`src/rtl/ov7670_sccb_init_sequencer.sv`:
```
// OV7670 power-up and register-table sequencer driving an SCCB/i2c master over AXI-stream.
// Latency: RST_CYCLES + BOOT_CYCLES before the first command; 2 cycles of fetch/decode per table entry.
// Backpressure: cmd/data valids and payloads are held until their ready is seen; read data is drained.
//
// Ports:
//   clk, reset_ (async active-low), start (pulse: begin/restart when not busy)
//   rom_addr/rom_data     : table index out, {reg_addr, value} back one cycle later
//   cam_rst_n, cam_pwdn   : camera reset (low = reset) and power-down (high = off)
//   s_axis_cmd_*          : i2c master command channel (address always CAM_ADDR)
//   s_axis_data_*         : write data to the i2c master, tlast on the final byte of a write
//   m_axis_data_*         : read data from the i2c master
//   busy, done, error     : status; regs_written counts completed writes (saturating)
// Build option: define OV7670_SCCB_READBACK_EN to read back and compare every written register.
module ov7670_sccb_init_sequencer #(
  parameter logic [6:0] CAM_ADDR    = 7'h21,
  parameter int         ROM_AW      = 6,
  parameter int         RST_CYCLES  = 100000,
  parameter int         BOOT_CYCLES = 100000,
  parameter int         DELAY_UNIT  = 100000
) (
  input  logic              clk,
  input  logic              reset_,
  input  logic              start,
  output logic [ROM_AW-1:0] rom_addr,
  input  logic [15:0]       rom_data,
  output logic              cam_rst_n,
  output logic              cam_pwdn,
  output logic [6:0]        s_axis_cmd_address,
  output logic              s_axis_cmd_start,
  output logic              s_axis_cmd_read,
  output logic              s_axis_cmd_write,
  output logic              s_axis_cmd_write_multiple,
  output logic              s_axis_cmd_stop,
  output logic              s_axis_cmd_valid,
  input  logic              s_axis_cmd_ready,
  output logic [7:0]        s_axis_data_tdata,
  output logic              s_axis_data_tvalid,
  output logic              s_axis_data_tlast,
  input  logic              s_axis_data_tready,
  input  logic [7:0]        m_axis_data_tdata,
  input  logic              m_axis_data_tvalid,
  input  logic              m_axis_data_tlast,
  output logic              m_axis_data_tready,
  output logic              busy,
  output logic              done,
  output logic              error,
  output logic [7:0]        regs_written
);

  typedef enum logic [3:0] {
    S_IDLE,
    S_PWR,
    S_BOOT,
    S_FETCH,
    S_DECODE,
    S_CMD,
    S_DATA0,
    S_DATA1,
`ifdef OV7670_SCCB_READBACK_EN
    S_VCMD,
    S_VDATA,
    S_VRCMD,
    S_VRD,
`endif
    S_DELAY,
    S_DONE
  } state_t;

  localparam logic [ROM_AW-1:0] ADDR_ONE  = 1;
  localparam logic [ROM_AW-1:0] ADDR_LAST = '1;

`ifdef OV7670_SCCB_READBACK_EN
  // Read data is only accepted while a readback is outstanding.
  localparam logic MT_RDY_IDLE = 1'b0;
`else
  // Nothing is ever read, so anything the master returns is simply drained.
  localparam logic MT_RDY_IDLE = 1'b1;
`endif

  state_t      state;
  logic [31:0] cnt;
  logic [7:0]  reg_q;
  logic [7:0]  val_q;

  assign s_axis_cmd_address = CAM_ADDR;

  // Read-channel inputs that this build never looks at.
  logic unused_rd;
  assign unused_rd = ^{m_axis_data_tdata, m_axis_data_tvalid, m_axis_data_tlast};

  always_ff @(posedge clk or negedge reset_) begin : seq
    logic adv;  // current entry finished: step to the next one or stop at table end
    if (!reset_) begin
      state                     <= S_IDLE;
      cnt                       <= '0;
      rom_addr                  <= '0;
      reg_q                     <= '0;
      val_q                     <= '0;
      cam_rst_n                 <= 1'b0;
      cam_pwdn                  <= 1'b1;
      s_axis_cmd_start          <= 1'b0;
      s_axis_cmd_read           <= 1'b0;
      s_axis_cmd_write          <= 1'b0;
      s_axis_cmd_write_multiple <= 1'b0;
      s_axis_cmd_stop           <= 1'b0;
      s_axis_cmd_valid          <= 1'b0;
      s_axis_data_tdata         <= '0;
      s_axis_data_tvalid        <= 1'b0;
      s_axis_data_tlast         <= 1'b0;
      m_axis_data_tready        <= 1'b1;
      busy                      <= 1'b0;
      done                      <= 1'b0;
      error                     <= 1'b0;
      regs_written              <= '0;
    end else begin
      adv = 1'b0;
      case (state)
        S_IDLE, S_DONE: begin
          if (start) begin
            state        <= S_PWR;
            cnt          <= 32'(RST_CYCLES - 1);
            rom_addr     <= '0;
            cam_pwdn     <= 1'b0;
            cam_rst_n    <= 1'b0;
            busy         <= 1'b1;
            done         <= 1'b0;
            error        <= 1'b0;
            regs_written <= '0;
            m_axis_data_tready <= MT_RDY_IDLE;
          end
        end
        S_PWR: begin
          if (cnt == '0) begin
            state     <= S_BOOT;
            cam_rst_n <= 1'b1;
            cnt       <= 32'(BOOT_CYCLES - 1);
          end else begin
            cnt <= cnt - 32'd1;
          end
        end
        S_BOOT: begin
          if (cnt == '0) state <= S_FETCH;
          else           cnt   <= cnt - 32'd1;
        end
        // rom_addr is already on the bus; give the table one cycle to answer.
        S_FETCH: state <= S_DECODE;
        S_DECODE: begin
          reg_q <= rom_data[15:8];
          val_q <= rom_data[7:0];
          if (rom_data == 16'hFFFF) begin
            state <= S_DONE;
            busy  <= 1'b0;
            done  <= 1'b1;
          end else if (rom_data[15:8] == 8'hFF) begin
            if (rom_data[7:0] == 8'h00) begin
              adv = 1'b1;
            end else begin
              state <= S_DELAY;
              cnt   <= 32'(rom_data[7:0]) * 32'(DELAY_UNIT) - 32'd1;
            end
          end else begin
            state                     <= S_CMD;
            s_axis_cmd_valid          <= 1'b1;
            s_axis_cmd_start          <= 1'b1;
            s_axis_cmd_read           <= 1'b0;
            s_axis_cmd_write          <= 1'b0;
            s_axis_cmd_write_multiple <= 1'b1;
            s_axis_cmd_stop           <= 1'b1;
          end
        end
        S_DELAY: begin
          if (cnt == '0) adv = 1'b1;
          else           cnt <= cnt - 32'd1;
        end
        S_CMD: begin
          if (s_axis_cmd_ready) begin
            state              <= S_DATA0;
            s_axis_cmd_valid   <= 1'b0;
            s_axis_data_tdata  <= reg_q;
            s_axis_data_tlast  <= 1'b0;
            s_axis_data_tvalid <= 1'b1;
          end
        end
        S_DATA0: begin
          if (s_axis_data_tready) begin
            state             <= S_DATA1;
            s_axis_data_tdata <= val_q;
            s_axis_data_tlast <= 1'b1;
          end
        end
        S_DATA1: begin
          if (s_axis_data_tready) begin
            s_axis_data_tvalid <= 1'b0;
            s_axis_data_tlast  <= 1'b0;
            if (regs_written != 8'hFF) regs_written <= regs_written + 8'd1;
`ifdef OV7670_SCCB_READBACK_EN
            // COM7 soft reset wipes the register file, so reading it back is meaningless.
            if (reg_q == 8'h12 && val_q[7]) begin
              adv = 1'b1;
            end else begin
              state                     <= S_VCMD;
              s_axis_cmd_valid          <= 1'b1;
              s_axis_cmd_start          <= 1'b1;
              s_axis_cmd_read           <= 1'b0;
              s_axis_cmd_write          <= 1'b1;
              s_axis_cmd_write_multiple <= 1'b0;
              s_axis_cmd_stop           <= 1'b1;
            end
`else
            adv = 1'b1;
`endif
          end
        end
`ifdef OV7670_SCCB_READBACK_EN
        S_VCMD: begin
          if (s_axis_cmd_ready) begin
            state              <= S_VDATA;
            s_axis_cmd_valid   <= 1'b0;
            s_axis_data_tdata  <= reg_q;
            s_axis_data_tlast  <= 1'b1;
            s_axis_data_tvalid <= 1'b1;
          end
        end
        S_VDATA: begin
          if (s_axis_data_tready) begin
            state              <= S_VRCMD;
            s_axis_data_tvalid <= 1'b0;
            s_axis_data_tlast  <= 1'b0;
            s_axis_cmd_valid   <= 1'b1;
            s_axis_cmd_start   <= 1'b1;
            s_axis_cmd_read    <= 1'b1;
            s_axis_cmd_write   <= 1'b0;
            s_axis_cmd_write_multiple <= 1'b0;
            s_axis_cmd_stop    <= 1'b1;
          end
        end
        S_VRCMD: begin
          if (s_axis_cmd_ready) begin
            state              <= S_VRD;
            s_axis_cmd_valid   <= 1'b0;
            m_axis_data_tready <= 1'b1;
          end
        end
        S_VRD: begin
          if (m_axis_data_tvalid) begin
            m_axis_data_tready <= 1'b0;
            // A mismatch is recorded but the remaining table is still written.
            if (m_axis_data_tdata != val_q) error <= 1'b1;
            adv = 1'b1;
          end
        end
`endif
        default: state <= S_IDLE;
      endcase

      if (adv) begin
        if (rom_addr == ADDR_LAST) begin
          // Ran off the end of the table without an end marker.
          state <= S_DONE;
          busy  <= 1'b0;
          done  <= 1'b1;
          error <= 1'b1;
        end else begin
          state    <= S_FETCH;
          rom_addr <= rom_addr + ADDR_ONE;
        end
      end
    end
  end

endmodule

```
`config.mk`:
```
export PLATFORM = sky130hd
export DESIGN_NAME = ov7670_sccb_init_sequencer
export DESIGN_NICKNAME = d
export VERILOG_FILES = /design/src/rtl/ov7670_sccb_init_sequencer.sv
export SDC_FILE = /design/constraint.sdc
export NUM_CORES = 1
export LEC_CHECK = 0
export ABC_AREA = 1
export ABC_CLOCK_PERIOD_IN_PS = 5100
export BUFFER_PORTS_ARGS = -buffer_cell sky130_fd_sc_hd__buf_2
export CAP_MARGIN = 30
export CORE_ASPECT_RATIO = 0.6
export CORE_MARGIN = 3
export CORE_UTILIZATION = 45
export DETAILED_ROUTE_END_ITERATION = 10
export SLEW_MARGIN = 20
export SYNTH_ARGS = -nofsm -noshare
export SYNTH_HDL_FRONTEND = slang
export SYNTH_SLANG_ARGS = --single-unit
```
`constraint.sdc`:
```
create_clock -name clk -period 5.1 [get_ports clk]
set_input_delay 1.02 -clock clk [delete_from_list [all_inputs] [get_ports clk]]
set_output_delay 1.02 -clock clk [all_outputs]
set_load 0.02 [all_outputs]
```
==> results.toml <==
[min_path]
hp-start = "cam_pwdn"
holdCritPathClass = "flop to flop"

[grt]
grt_pass1_wl_microns = 28700
grt_pass1_vias = 5662
grt.overflow.total = 0
grtUsageTotal_pct = 20.5
grt_max_degree = 47
antenna_found_initial = 0

[clocking]
cts_sinks = 83
cts_tree = "done"
cts_inserted_buffers = 9
ctsResizeCount = 0
root_buffer = "clkbuf_16"
clk_latency_ns = 0.34
hold_buffers = 0
clkSlewWorstSetupHoldPaths_ns = 0.06
cts.path.max_buffers = 2
cts_setup_buffers = 0
htreeDepth = 3

[routing]
via_per_inst = 5.10
drc = 0
first_iter_violations = 449
wirelength_microns = 17500
drtPass1Iterations = 4
antenna_left = 0
avgRoutedWirePerCell_microns = 14.1
vias = 6349

[timing]
grt_setup_unrepaired = "no"
max-slew-margin-rel_pct = 46.4
post-route-period-util_pct = 89.8
finalSetupViolCount = 0
hold_viol = 0
fin_crit_ns = 4.58
skew_ns = 0.0113
drv_slew = 0
setup_slack_ns = 0.520
max_freq_ghz = 0.218
finalSetupTns_ns = 0
tightest_slew_ns = 0.801

[synth]
synth_top_area_share_pct = 28.9
synthCells = 989
avgSynthCellArea_sq_um = 7.19
ys_types = 48
synth_edf_count = 0
ys_seq_area_share_pct = 29.2
ys.flop_type = "dfrtp_1"
synth.most_common_cell = "nand2_1"
synth_warnings = 0
netlist_area_sq_um = 7110
async_reset_ff_share_pct = 100
yosysTopAreaCell = "dfrtp_1"
ys_seq_elements = 83
synth_common_cells = "nand2_1, inv_1, nor2_1"
synth_area_leaders = "dfrtp_1, nand2_1, ha_1"

[placement]
dp_slack_ns = 0.238
hpwl_microns = 13900
dp.cells = 1230
dpl_cell_area_sq_um = 7530
gp_congestion = 0.879
numPortBuffers = 53

[layout]
fillCellCount = 1500
nets = 1147
post-route-util_pct = 52.3
diodes = 0
area_delta_synth_final_pct = 10.2
fin_cells = 1246
fin_area_sq_um = 7830
drive_above_1_share_pct = 13.9

[critical_path]
crit_fanout = 5
reg2reg_from = "state[2]"
arrival_ns = 4.85
crit_start = "rom_data[3]"
critPathRequiredTime_ns = 5.37
crit_path_end_kind = "flop"
start_kind = "primary input"
path_class = "primary input to flop"

[die]
die-area_sq_um = 17400
core.rowCount = 34
die_width_microns = 168
start_util_pct = 47.5
ios = 74
coreArea_sq_um = 15000
dieHeight_microns = 103

[power_and_ir_drop]
vdd_ir_drop_max_uv = 243
power_density_nw_per_um2 = 476
p_leak_uw = 0.00411

[run]
drv_cap = 0

[outcome]
status = "finished clean"
## logic make-up (layout without fill, tap and decap cells)
| logic type | after synthesis | after routing | synth area share (%) |
|---|---|---|---|
| AO/OA/AOI/OAI | 121 | 121 | 9.67 |
| XOR/XNOR | 27 | 27 | 3.33 |
| AND/OR/NAND/NOR | 518 | 518 | 33.6 |
| buffers and inverters | 165 | 216 | 9.91 |
| other | 2 | 10 | 0.106 |
| adder cells (fa/ha/maj) | 73 | 73 | 14.1 |
| flip-flops | 83 | 83 | 29.2 |
## path summary, 6_finish.rpt
| path | to | slack (ns) | cells past startpoint |
|---|---|---|---|
| max in group asynchronous | cnt[1] | 3.48 | 2 |
| min in group asynchronous | s_axis_data_tdata[7] | 0.62 | 1 |
| hold / removal | cam_pwdn | 0.44 | 2 |
| setup / recovery | cnt[28] | 0.52 | 19 |
| setup reg to reg | cnt[15] | 2.06 | 12 |
| hold reg to reg | cam_pwdn | 0.44 | 2 |
## flip-flops by register name, summed over array words and instances (netlist names)
name,flops
s_axis_cmd_valid,1
cam_pwdn,1
rom_addr,6
s_axis_cmd_stop,1
regs_written,8
s_axis_data_tdata,8
s_axis_data_tlast,1
cnt,32
done,1
val_q,8
busy,1
state,4
cam_rst_n,1
s_axis_data_tvalid,1
error,1
reg_q,8
## worst max-delay path, stage by stage
cell and delay (ns):
buf_2 0.16, ha_1 0.36, fa_1 0.58, fa_1 0.45, ha_1 0.32, ha_1 0.35, nand2_1 0.08, nand2_1 0.11
a21oi_1 0.18, nand2_1 0.14, nand2_1 0.10, nand2_2 0.07, nor2_2 0.15, nand3_4 0.11, nor2_4 0.17, nand3b_4 0.11
nor2_1 0.20, o21ai_1 0.09, nand2_1 0.09
## cell type report
type,count,area [sq um],area share (%)
Multi-Input combinational cell,749,4350,55.6
Sequential cell,83,2080,26.5
Clock buffer,10,229,2.92
Timing Repair Buffer,61,328,4.19
Tap cell,198,248,3.16
Inverter,139,522,6.66
Clock inverter,6,73.8,0.942
## report_power, final
part	switching [uW]	internal, uW
clock	287	386
sequential	143	851
combinational	1420	649
## cells in the final DEF, fill, tap and decap left out, types with 12 or more instances in the layout
cell type and instances:
a21oi_1 27, buf_2 52, dfrtp_1 82, fa_1 12, ha_1 61, inv_1 124, inv_2 15, nand2_1 273
nand2_2 14, nand3_1 54, nand4_1 20, nor2_1 88, nor2_2 12, nor3_1 15, o21ai_0 47, o21ai_1 17
xor2_1 22
## per-stage QoR
stage / hold slack [ns] / power [uW]
5_1_grt: 0.464 / 4070
2_1_floorplan: 0.449 / 2620
3_5_place_dp: 0.433 / 3060
4_1_cts: 0.443 / 3740
6_report: 0.441 / 3730
3_3_place_gp: 0.430 / 3040
## layer usage
layer / track usage (%) / wire (microns) / vias up
met5: 0 / 0 / -
met4: 4.09 / 119 / 0
met3: 3.23 / 1020 / 12
met2: 28.0 / 6410 / 158
met1: 33.5 / 9970 / 2894
li1: - / - / 3285
(Power assumes the default switching activity.)
